### src/rtl/mac_seq_pkg.sv
// Shared types and widths for the MAC sequencer.
package mac_seq_pkg;

    localparam int DATA_W      = 8;
    localparam int ACC_W       = 32;
    localparam int VEC_LEN_DEF = 16;

    typedef enum logic [1:0] {
        S_IDLE   = 2'd0,
        S_STREAM = 2'd1,
        S_DRAIN  = 2'd2,
        S_OUT    = 2'd3
    } state_t;

endpackage

### src/rtl/vec_buffer.sv
// VEC_LEN x DATA_W register file: one synchronous write port, one combinational read port.
module vec_buffer
    import mac_seq_pkg::*;
#(
    parameter int VEC_LEN = VEC_LEN_DEF,
    parameter int ADDR_W  = $clog2(VEC_LEN)
) (
    input  logic              clk,
    input  logic              wr_en,
    input  logic [ADDR_W-1:0] wr_addr,
    input  logic [DATA_W-1:0] wr_data,
    input  logic [ADDR_W-1:0] rd_addr,
    output logic [DATA_W-1:0] rd_data
);

    logic [DATA_W-1:0] mem [VEC_LEN];

    // No reset: contents are undefined until software loads them.
    always_ff @(posedge clk) begin
        if (wr_en) mem[wr_addr] <= wr_data;
    end

    assign rd_data = mem[rd_addr];

endmodule

### src/rtl/mac_seq.sv
// Streams buffered activation/weight pairs into the MAC and reports acc delta as the dot product.
// Build option: MAC_SEQ_RELU_EN clamps negative results to zero.
//
// state    | meaning
// ---------+-----------------------------------------------
// S_IDLE   | buffers writable, waiting for start
// S_STREAM | driving len pairs into the MAC
// S_DRAIN  | inputs done, waiting for remaining valid_out
// S_OUT    | result presented, waiting for res_ready
module mac_seq
    import mac_seq_pkg::*;
#(
    parameter int VEC_LEN = VEC_LEN_DEF,
    parameter int ADDR_W  = $clog2(VEC_LEN)
) (
    input  logic              clk,
    input  logic              rst_n,
    input  logic              wr_en,
    input  logic              wr_sel,
    input  logic [ADDR_W-1:0] wr_addr,
    input  logic [DATA_W-1:0] wr_data,
    input  logic              start,
    input  logic [ADDR_W:0]   len,
    output logic              busy,
    output logic              err,
    output logic [DATA_W-1:0] mac_in_data,
    output logic [DATA_W-1:0] mac_weight,
    output logic              mac_valid_in,
    input  logic [ACC_W-1:0]  mac_acc_out,
    input  logic              mac_valid_out,
    output logic [ACC_W-1:0]  res_data,
    output logic              res_valid,
    input  logic              res_ready
);

    localparam logic [ADDR_W:0] LEN_MAX = (ADDR_W+1)'(VEC_LEN);

    state_t            state;
    logic [ADDR_W:0]   len_q;
    logic [ADDR_W:0]   idx;
    logic [ADDR_W:0]   cnt;
    logic [ACC_W-1:0]  baseline;
    logic [ACC_W-1:0]  diff;
    logic [ACC_W-1:0]  res_next;
    logic [ADDR_W-1:0] rd_addr;
    logic [DATA_W-1:0] act_rd;
    logic [DATA_W-1:0] wgt_rd;
    logic              wr_ok;

    assign wr_ok   = wr_en && (state == S_IDLE);
    // In IDLE the read port presents element 0 so the first pair leaves on the start edge.
    assign rd_addr = (state == S_IDLE) ? '0 : idx[ADDR_W-1:0];

    vec_buffer #(.VEC_LEN(VEC_LEN), .ADDR_W(ADDR_W)) u_act (
        .clk     (clk),
        .wr_en   (wr_ok && !wr_sel),
        .wr_addr (wr_addr),
        .wr_data (wr_data),
        .rd_addr (rd_addr),
        .rd_data (act_rd)
    );

    vec_buffer #(.VEC_LEN(VEC_LEN), .ADDR_W(ADDR_W)) u_wgt (
        .clk     (clk),
        .wr_en   (wr_ok && wr_sel),
        .wr_addr (wr_addr),
        .wr_data (wr_data),
        .rd_addr (rd_addr),
        .rd_data (wgt_rd)
    );

    // The MAC cannot be cleared, so the result is the accumulator delta; wrap cancels out.
    assign diff = mac_acc_out - baseline;

`ifdef MAC_SEQ_RELU_EN
    assign res_next = diff[ACC_W-1] ? '0 : diff;
`else
    assign res_next = diff;
`endif

    always_ff @(posedge clk or negedge rst_n) begin
        if (!rst_n) begin
            state        <= S_IDLE;
            len_q        <= '0;
            idx          <= '0;
            cnt          <= '0;
            baseline     <= '0;
            busy         <= 1'b0;
            err          <= 1'b0;
            mac_valid_in <= 1'b0;
            mac_in_data  <= '0;
            mac_weight   <= '0;
            res_data     <= '0;
            res_valid    <= 1'b0;
        end else begin
            err <= 1'b0;
            case (state)
                S_IDLE: begin
                    if (start) begin
                        if (len == '0 || len > LEN_MAX) begin
                            err <= 1'b1;
                        end else begin
                            len_q        <= len;
                            baseline     <= mac_acc_out;
                            idx          <= (ADDR_W+1)'(1);
                            cnt          <= '0;
                            busy         <= 1'b1;
                            mac_valid_in <= 1'b1;
                            mac_in_data  <= act_rd;
                            mac_weight   <= wgt_rd;
                            state        <= S_STREAM;
                        end
                    end
                end
                S_STREAM, S_DRAIN: begin
                    if (state == S_STREAM) begin
                        if (idx == len_q) begin
                            mac_valid_in <= 1'b0;
                            mac_in_data  <= '0;
                            mac_weight   <= '0;
                            state        <= S_DRAIN;
                        end else begin
                            mac_in_data <= act_rd;
                            mac_weight  <= wgt_rd;
                            idx         <= idx + 1'b1;
                        end
                    end
                    if (mac_valid_out) begin
                        if (cnt == len_q - 1'b1) begin
                            res_data     <= res_next;
                            res_valid    <= 1'b1;
                            mac_valid_in <= 1'b0;
                            mac_in_data  <= '0;
                            mac_weight   <= '0;
                            state        <= S_OUT;
                        end else begin
                            cnt <= cnt + 1'b1;
                        end
                    end
                end
                S_OUT: begin
                    if (res_ready) begin
                        res_valid <= 1'b0;
                        busy      <= 1'b0;
                        state     <= S_IDLE;
                    end
                end
                default: state <= S_IDLE;
            endcase
        end
    end

endmodule

### config.mk
export PLATFORM = sky130hd
export DESIGN_NAME = mac_seq
export DESIGN_NICKNAME = d
export VERILOG_FILES = /design/src/rtl/mac_seq_pkg.sv /design/src/rtl/vec_buffer.sv /design/src/rtl/mac_seq.sv
export SDC_FILE = /design/constraint.sdc
export NUM_CORES = 1
export LEC_CHECK = 0
export BUFFER_PORTS_ARGS = -buffer_cell sky130_fd_sc_hd__clkbuf_2
export CORE_UTILIZATION = 24
export DETAILED_ROUTE_END_ITERATION = 12
export PLACE_DENSITY = 0.49
export SETUP_SLACK_MARGIN = 0.1
export SLEW_MARGIN = 25
export SYNTH_ARGS = -nofsm -noshare
export SYNTH_HDL_FRONTEND = slang
export SYNTH_SLANG_ARGS = --single-unit
### constraint.sdc
create_clock -name clk -period 3.64 [get_ports clk]
set_input_delay 0.182 -clock clk [delete_from_list [all_inputs] [get_ports clk]]
set_output_delay 0.182 -clock clk [all_outputs]
set_load 0.01 [all_outputs]
# Yosys cells after proc, flatten, opt, wreduce, memory -nomap -nowiden
# Memory sizes are Yosys's and may differ from the RTL's.
# Cells that the tools add are included.
# totals
regBits	101
mem_bits_rw	256
input_bits	56
wordCells	104
mem_count	2
# memory_table
memory	depth	width	rd	rd_clocked_by_memory_dff	write_ports	line_no	text
u_act.mem	16	8	1	0	1	vec_buffer.sv:16	logic [DATA_W-1:0] mem [VEC_LEN];
u_wgt.mem	16	8	1	0	1	vec_buffer.sv:16	
# op_classes
n_addsub	4
order_cmp	1
n_eq_ne	13
n_mux	52
bitwise_logic	1
n_reduce_logical	19
# ops
op	count
$mux 8	12
$mux 5	8
$pmux 8 s2	2
$sub 32x32->32	1
$pmux 5 s2	2
$mux 1	16
$ne 2x2->1 const B	8
$mux 2	7
$reduce_and 3->1	4
$add 5x1->5 const B	2
$eq 5x5->1	2
$reduce_and 5->1	2
$reduce_and 4->1	2
$pmux 1 s2	3
$pmux 2 s3	1
$reduce_bool 2->1	3
$gt 5x5->1 const B	1
$logic_not 5->1	1
$sub 5x1->5 const B	1
$eq 2x2->1 const B	2
$mux 4	1
$logic_and 1x1->1	3
$eq 2x1->1 const B	1
$logic_not 2->1	1
4 further kinds	4

# Logic depth before layout (Yosys ltp)
# Gate-level depths: netlist (run 1).
# An unclocked memory read counts as a cell.
# depth
depth_word	8
mapped_depth	13
ltp_nobuf	13

# Cells and area by module
# A second synthesis (run 1) with hierarchy kept.
# unflattened
cells_unflattened	1123
area_unflattened_um2	16288.1
# by_module_without_submodules
mod	n_inst	cells_each	area_each_um2
vec_buffer	2	221	4987.3
mac_seq	1	681	6313.6

# Worst setup path after synthesis (run 1)
# No wires, ideal clock.
# synth_path
path_kind	reg-to-reg
start	register baseline[2]
end	register res_data[29]
arrival_time_ps	2494
required_time_ps	3571
slack_ps	1077
path_stages_with_launch	12
synth_period_minus_slack_ps	2563
cell_sequence	dfrtp_1 -> inv_1 -> ha_1 -> o21ai_0 -> a21oi_1 -> o21a_1 -> o211ai_1 -> a21oi_4 -> a31oi_2 -> o31ai_1 -> or4b_1 -> nand3_1
# synth_between
elab_chain_cells	1
# synth_lines
item	line_no	text
start, declared	mac_seq.sv:42	logic [ACC_W-1:0] baseline;
start signal, assigned	mac_seq.sv:104	baseline <= mac_acc_out;
$sub 32x32->32	mac_seq.sv:73	assign diff = mac_acc_out - baseline;
end signal, assigned	mac_seq.sv:130	res_data <= res_next;
end, declared	mac_seq.sv:31	output logic [ACC_W-1:0] res_data,
# Every way passes these cells.
# A chain may end at the register's enable or synchronous reset.

# Worst setup path after layout (run 1)
# layout_path
start	register baseline[0]
end	register res_data[30]
# The elaborated chain is that of the path after synthesis.

==> results of run 1 <==
==> power by group through the flow <==
stage / combinational, uW / clock, uW / sequential, uW
after global routing: 6860 / 4300 / 5480
final: 6210 / 4040 / 5400
after floorplan: 4300 / 0 / 5360
after CTS: 6270 / 4140 / 5410
after global placement: 6160 / 0 / 5480
after detailed placement: 6200 / 0 / 5490
==> cell families (layout without fill, tap and decap cells) <==
| group | count (synthesis) | in the layout | synth area share (%) |
|---|---|---|---|
| muxes | 58 | 58 | 3.88 |
| adders and majority gates | 40 | 40 | 3.18 |
| AOI/OAI and AO/OA | 391 | 391 | 15.9 |
| DFF | 357 | 357 | 63.9 |
| xor gates and xnor gates | 38 | 38 | 2.08 |
| and+or+nand+nor | 277 | 277 | 8.03 |
| buffers and inverters | 127 | 300 | 3.07 |
==> worst max-delay path: stages, from the launching register on <==
cell and delay (ns):
dfrtp_1 0.35, ha_1 0.17, inv_1 0.06, fa_1 0.41, a21oi_1 0.22, nor2_1 0.10, nor3_1 0.41, nor2_1 0.13
a2111oi_2 0.46, nor4_1 0.13, o21a_1 0.21, o21a_1 0.16, o31ai_1 0.19
==> worst max path at each step <==
stage	startpoint	end	slack, ns	depth (start not counted)
4_1_cts	baseline[0]$_DFFE_PN0P_	res_data[30]$_DFFE_PN0P_	0.52	12
6_report	baseline[0]$_DFFE_PN0P_	res_data[30]$_DFFE_PN0P_	0.54	12
2_1_floorplan	baseline[2]$_DFFE_PN0P_	res_data[29]$_DFFE_PN0P_	1.08	11
3_3_place_gp	baseline[0]$_DFFE_PN0P_	res_data[30]$_DFFE_PN0P_	0.60	12
5_1_grt	baseline[0]$_DFFE_PN0P_	res_data[30]$_DFFE_PN0P_	0.33	12
3_5_place_dp	baseline[0]$_DFFE_PN0P_	res_data[30]$_DFFE_PN0P_	0.53	12
==> sequential cells by signal, summed over array words and instances (netlist names) <==
signal        count
u_act.mem       128
u_wgt.mem       128
baseline         32
res_data         32
mac_in_data       8
mac_weight        8
cnt               5
idx               5
len_q             5
state             2
busy              1
err               1
mac_valid_in      1
res_valid         1
==> area by class of cell <==
type                       count  area share (%)
inverter                      51           0.995
sequential                   357            53.1
timing repair buffer         179            6.13
clock buffer                  50            5.45
multi-input combinational    804            27.5
tap                          864            5.62
clock inverter                20            1.19
==> metal layers <==
| layer | GRT usage [%] | wire length, um |
|---|---|---|
| met1 | 17.4 | 20600 |
| met2 | 19.4 | 18700 |
| met3 | 2.58 | 2320 |
| met4 | 2.71 | 722 |
| met5 | 0 | 0 |
==> per-stage QoR <==
stage	power [uW]	cell area, sq um	hold WS (ns)	setup WS [ns]
2_1_floorplan	9660	16000	-0.114	1.08
3_3_place_gp	11600	17600	0.374	0.595
3_5_place_dp	11700	17600	0.386	0.534
4_1_cts	15800	19200	0.103	0.521
5_1_grt	16600	19200	0.142	0.328
6_report	15600	19200	0.135	0.538
==> timing repair <==
action,4_1_cts,5_1_grt
buffers inserted,0,0
hold buffers,40,0
hold endpoints to repair,104,0
==> placed cells by master, fill, tap and decap left out, types with 4 or more instances in the layout <==
cell type	count
a211oi_1	35
o22a_1	14
clkbuf_2	106
mux2_2	12
o21bai_1	4
clkinv_2	5
nand2b_1	10
clkinv_1	8
clkbuf_16	40
bufinv_16	4
dlygate4sd3_1	40
and3_1	7
nor2_1	69
clkbuf_1	9
a32o_1	14
dfrtp_1	99
nand3_1	18
o31ai_1	7
edfxtp_1	256
a21o_1	10
mux2i_1	44
o21ai_1	5
nor3_1	21
a21oi_1	82
nor3b_1	4
nand4_1	6
xnor2_1	20
inv_1	50
nand3b_1	4
ha_1	39
buf_4	33
o21ai_0	108
o22ai_1	48
o21a_1	5
and2_1	4
xor2_1	18
nand2_1	102
nor2b_1	17
o221ai_1	33
==> flow_metrics.tcl, run 1 <==
set metrics [dict create \
    cts_buffers 39 \
    syn-num-nets 1384 \
    dr_total_vias 10800 \
    start_kind "flop" \
    dp_hpwl_um 27200 \
    min_to "res_valid$_DFFE_PN0P_" \
    cts_sinks 357 \
    critPathKind "flop to flop" \
    cp.required_ns 4.09 \
    core_area_sq_um 65900 \
    diodes 0 \
    place.gp.congestion 0.826 \
    synth.area.top_cells "edfxtp_1 (48%), dfrtp_1 (16%), o21ai_0 (3.4%)" \
    arrival_ns 3.55 \
    cp_max_fo 3 \
    min_from "mac_valid_out" \
    dieArea_sq_um 67700 \
    rows 94 \
    maxCapViolCount 0 \
    drtIter0Drc 736 \
    grt_overflow 0 \
    synth_sequential_area_ratio_pct 63.9 \
    ant_nets 0 \
    io_pins 108 \
    async_flop_share_pct 28.3 \
    drive_gt1_share_pct 15.2 \
    p_per_area_nw_per_um2 813 \
    yosys_most_used_dff "edfxtp_1" \
    portBuffers 107 \
    synth-edff-count 256 \
    cts_tree "built" \
    yosysMostFrequentCell "edfxtp_1" \
    seq_area_sq_um 10200 \
    ys_types 65 \
    tightestPinTransition_ns 0.926 \
    firstDrtPassIters 5 \
    dp.cells 2215 \
    switching_share_pct 38.4 \
    synth-seq-cells 357 \
    fill_cells 6822 \
    die-height_um 260 \
    leakagePower_uw 0.00704 \
    pwr-share-comb_pct 39.7 \
    ctsLongestPathBuffers 3 \
    reg2reg_depth 12 \
    start_util_pct 24.3 \
    path_clk_slew_ns 0.06 \
    fin_tns_setup_ns 0 \
    hp-class "input pin to flop" \
    seq_power_share_pct 34.5 \
    synth_warnings 0 \
    fin_cells 2325 \
    relSlewSlack_pct 38.1 \
    skew_ns 0.0119 \
    drv_slew 0 \
    vias_per_cell 4.65 \
    status "complete, no violations" \
    grt_pass1_wl_um 64500 \
    htree_num_levels 2 \
    wl_per_cell_um 18.2 \
    synthCells 1288 \
    grt_usage_pct 12.3 \
    setup_viol 0 \
    netlist_top_cells_count "edfxtp_1 (256), o21ai_0 (108), nand2_1 (102), dfrtp_1 (101), a21oi_1 (82)" \
    grt_max_degree 67 \
    timing.reg2reg.setup_slack_ns 0.54 \
    power.share.clock_pct 25.8 \
    hold_viol_final 0 \
    netlist_area_sq_um 16000 \
    final_core_util_pct 29.2 \
    ir_drop_mv 0.457 \
    fmax_mhz 322 \
    min_delay_path_depth 4 \
    areaGrowthSynthToFinish_pct 20.3 \
    route.detailed.drc 0 \
    finalCritPeriodShare_pct 85.2 \
    antenna_found_initial 0 \
    p_int_uw 9650 \
    r2r_end "res_data[30]$_DFFE_PN0P_" \
    rsz0062_at_grt "no" \
    cts-root-buf "clkbuf_16" \
    syn_avg_cell_area_sq_um 12.4 \
    wl_um 42300 \
    clk-insertion-delay-late_ns 0.55 \
    num-nets-final 1528 \
    grt_pass1_vias 10700 \
    cts_resized 0 \
    power.switching_uw 6000 \
    multi_input_area_sq_um 5290 \
    die_w_um 260 \
    yosysTopAreaCellShare_pct 48.1 \
    critPathCaptureType "flop" \
    r2r-start "baseline[0]$_DFFE_PN0P_" \
    synth_top_cell_by_area "edfxtp_1" \
    min_period_ns 3.10 \
]
No activity file was read; power rests on OpenSTA's default activity.
==> run 2: changes to the inputs <==
==> constraint.sdc (replaced) <==
create_clock -name clk -period 3.1 [get_ports clk]
set_input_delay 0.155 -clock clk [delete_from_list [all_inputs] [get_ports clk]]
set_output_delay 0.155 -clock clk [all_outputs]
set_load 0.01 [all_outputs]
==> flow_metrics.tcl, run 2 (synthesis results as in run 1) <==
set metrics [dict create \
    dr_total_vias 10900 \
    arrival_ns 3.29 \
    final_common_cell "edfxtp_1" \
    pre_cts_slack_ns 0.248 \
    core_area_sq_um 65900 \
    maxCapViolCount 0 \
    rows 94 \
    die-height_um 260 \
    grt_pass1_vias 10700 \
    cp_max_fo 16 \
    rsz0062_at_grt "yes" \
    place.gp.congestion 0.805 \
    ir_drop_mv 0.496 \
    start_kind "flop" \
    final_cell_mix "edfxtp_1 (256), o21ai_0 (108), clkbuf_2 (106), nand2_1 (102), dfrtp_1 (99)" \
    fin_tns_setup_ns 0 \
    firstDrtPassIters 5 \
    grt_usage_pct 12.3 \
    vias_per_cell 4.64 \
    diodes 0 \
    cts_buffers 38 \
    crit_buf_inv 1 \
    drive_gt1_share_pct 16.7 \
    grt_overflow 0 \
    critPathKind "flop to flop" \
    cp.required_ns 3.53 \
    wl_um 41900 \
    hp-class "input pin to flop" \
    min_period_ns 2.86 \
    areaGrowthSynthToFinish_pct 22.0 \
    path_cells "inv_1 > ha_1 > and2_1 > or4b_4 > a2111oi_4 > nand2_2 > a31o_2 > a22o_1" \
    hold_viol_final 0 \
    antenna_found_initial 0 \
    cts-root-buf "clkbuf_16" \
    path_clk_slew_ns 0.06 \
    dp_hpwl_um 27100 \
    slowest_stage "a2111oi_4" \
    wl_per_cell_um 17.9 \
    cpLargestDelayFamily "compound AO/OA/AOI/OAI gates" \
    htree_num_levels 2 \
    route.detailed.drc 0 \
    slowest_delay_ns 0.49 \
    critPathCaptureType "flop" \
    finalCritPeriodShare_pct 92.2 \
    setup_viol 0 \
    cts_sinks 357 \
    tightestPinTransition_ns 0.887 \
    skew_ns 0.0143 \
    dieArea_sq_um 67700 \
    leakagePower_uw 0.00719 \
    portBuffers 107 \
    drtIter0Drc 866 \
    grt_pass1_wl_um 64400 \
    ctsLongestPathBuffers 3 \
    ant_nets 0 \
    reg_top3 "u_act.mem x128, u_wgt.mem x128" \
    fmax_mhz 350 \
    cts_tree "built" \
    clk-insertion-delay-late_ns 0.54 \
    num-nets-final 1550 \
    layout_setup_ws_ns 0.243 \
    io_pins 108 \
    relSlewSlack_pct 40.8 \
    grt_max_degree 94 \
    die_w_um 260 \
    p_per_area_nw_per_um2 944 \
    drv_slew 0 \
    start_util_pct 24.3 \
    status "complete, no violations" \
]
-- run 2: per-stage QoR --
stage                     power [uW]  cell area (sq um)  std cells  util, %  hold slack [ns]
final                          18400              19500       2346     29.6           0.0506
after global routing           19600              19500       2346     29.6           0.0434
after CTS                      18600              19500       2346     29.6           0.0898
after detailed placement       13800              17800       2238     27.0            0.219
after global placement         13800              17800       2238     27.0            0.216
after floorplan                11300              16000       1288        -           -0.141
-- run 2: final cells by class --
| type | count | area [sq um] |
|---|---|---|
| fill | 6795 | 46400 |
| sequential | 357 | 10200 |
| multi-input combinational | 804 | 5320 |
| timing repair buffer | 202 | 1430 |
| tap | 864 | 1080 |
| clock buffer | 52 | 1060 |
| clock inverter | 16 | 199 |
| inverter | 51 | 191 |
-- run 2: timing repair --
| item | in CTS | in global routing |
|---|---|---|
| gates resized for setup | 0 | 4 |
| setup buffers | 0 | 0 |
| hold buffers | 40 | 0 |
| endpoints found under the hold margin | 81 | 0 |
| setup endpoints to repair | 0 | 4 |
-- run 2: tightest hold or removal path: stages --
cell and delay (ns):
clkbuf_2 0.13, nand3_4 0.17, o21ai_1 0.09
-- run 2: worst paths after layout --
check                                        start                         end  slack (ns)  depth (start not counted)
setup reg to reg              len_q[0]$_DFFE_PN0P_  mac_in_data[7]$_DFFE_PN0P_        0.24                          8
setup / recovery              len_q[0]$_DFFE_PN0P_  mac_in_data[7]$_DFFE_PN0P_        0.24                          8
hold reg to reg            res_data[2]$_DFFE_PN0P_     res_data[2]$_DFFE_PN0P_        0.48                          2
min in group asynchronous                    rst_n    res_data[19]$_DFFE_PN0P_        0.17                          2
hold / removal                       mac_valid_out    res_data[27]$_DFFE_PN0P_        0.05                          3
max in group asynchronous                    rst_n          idx[1]$_DFFE_PN0P_        2.14                          3
-- run 2: routing by layer --
metal  vias up  share of wire (%)  GRT usage, %
met5         -                  0             0
met3        52                5.7          2.45
li1       5202                  -             -
met1      5371                 48          17.5
met2       252                 45          19.2
met4         0                1.4          2.37
-- run 2: power by group --
| group | internal [uW] | total, uW | switching [uW] |
|---|---|---|---|
| combinational | 2900 | 7480 | 4580 |
| sequential | 5790 | 6300 | 508 |
| clock | 2740 | 4640 | 1900 |
| total | 11400 | 18400 | 6980 |
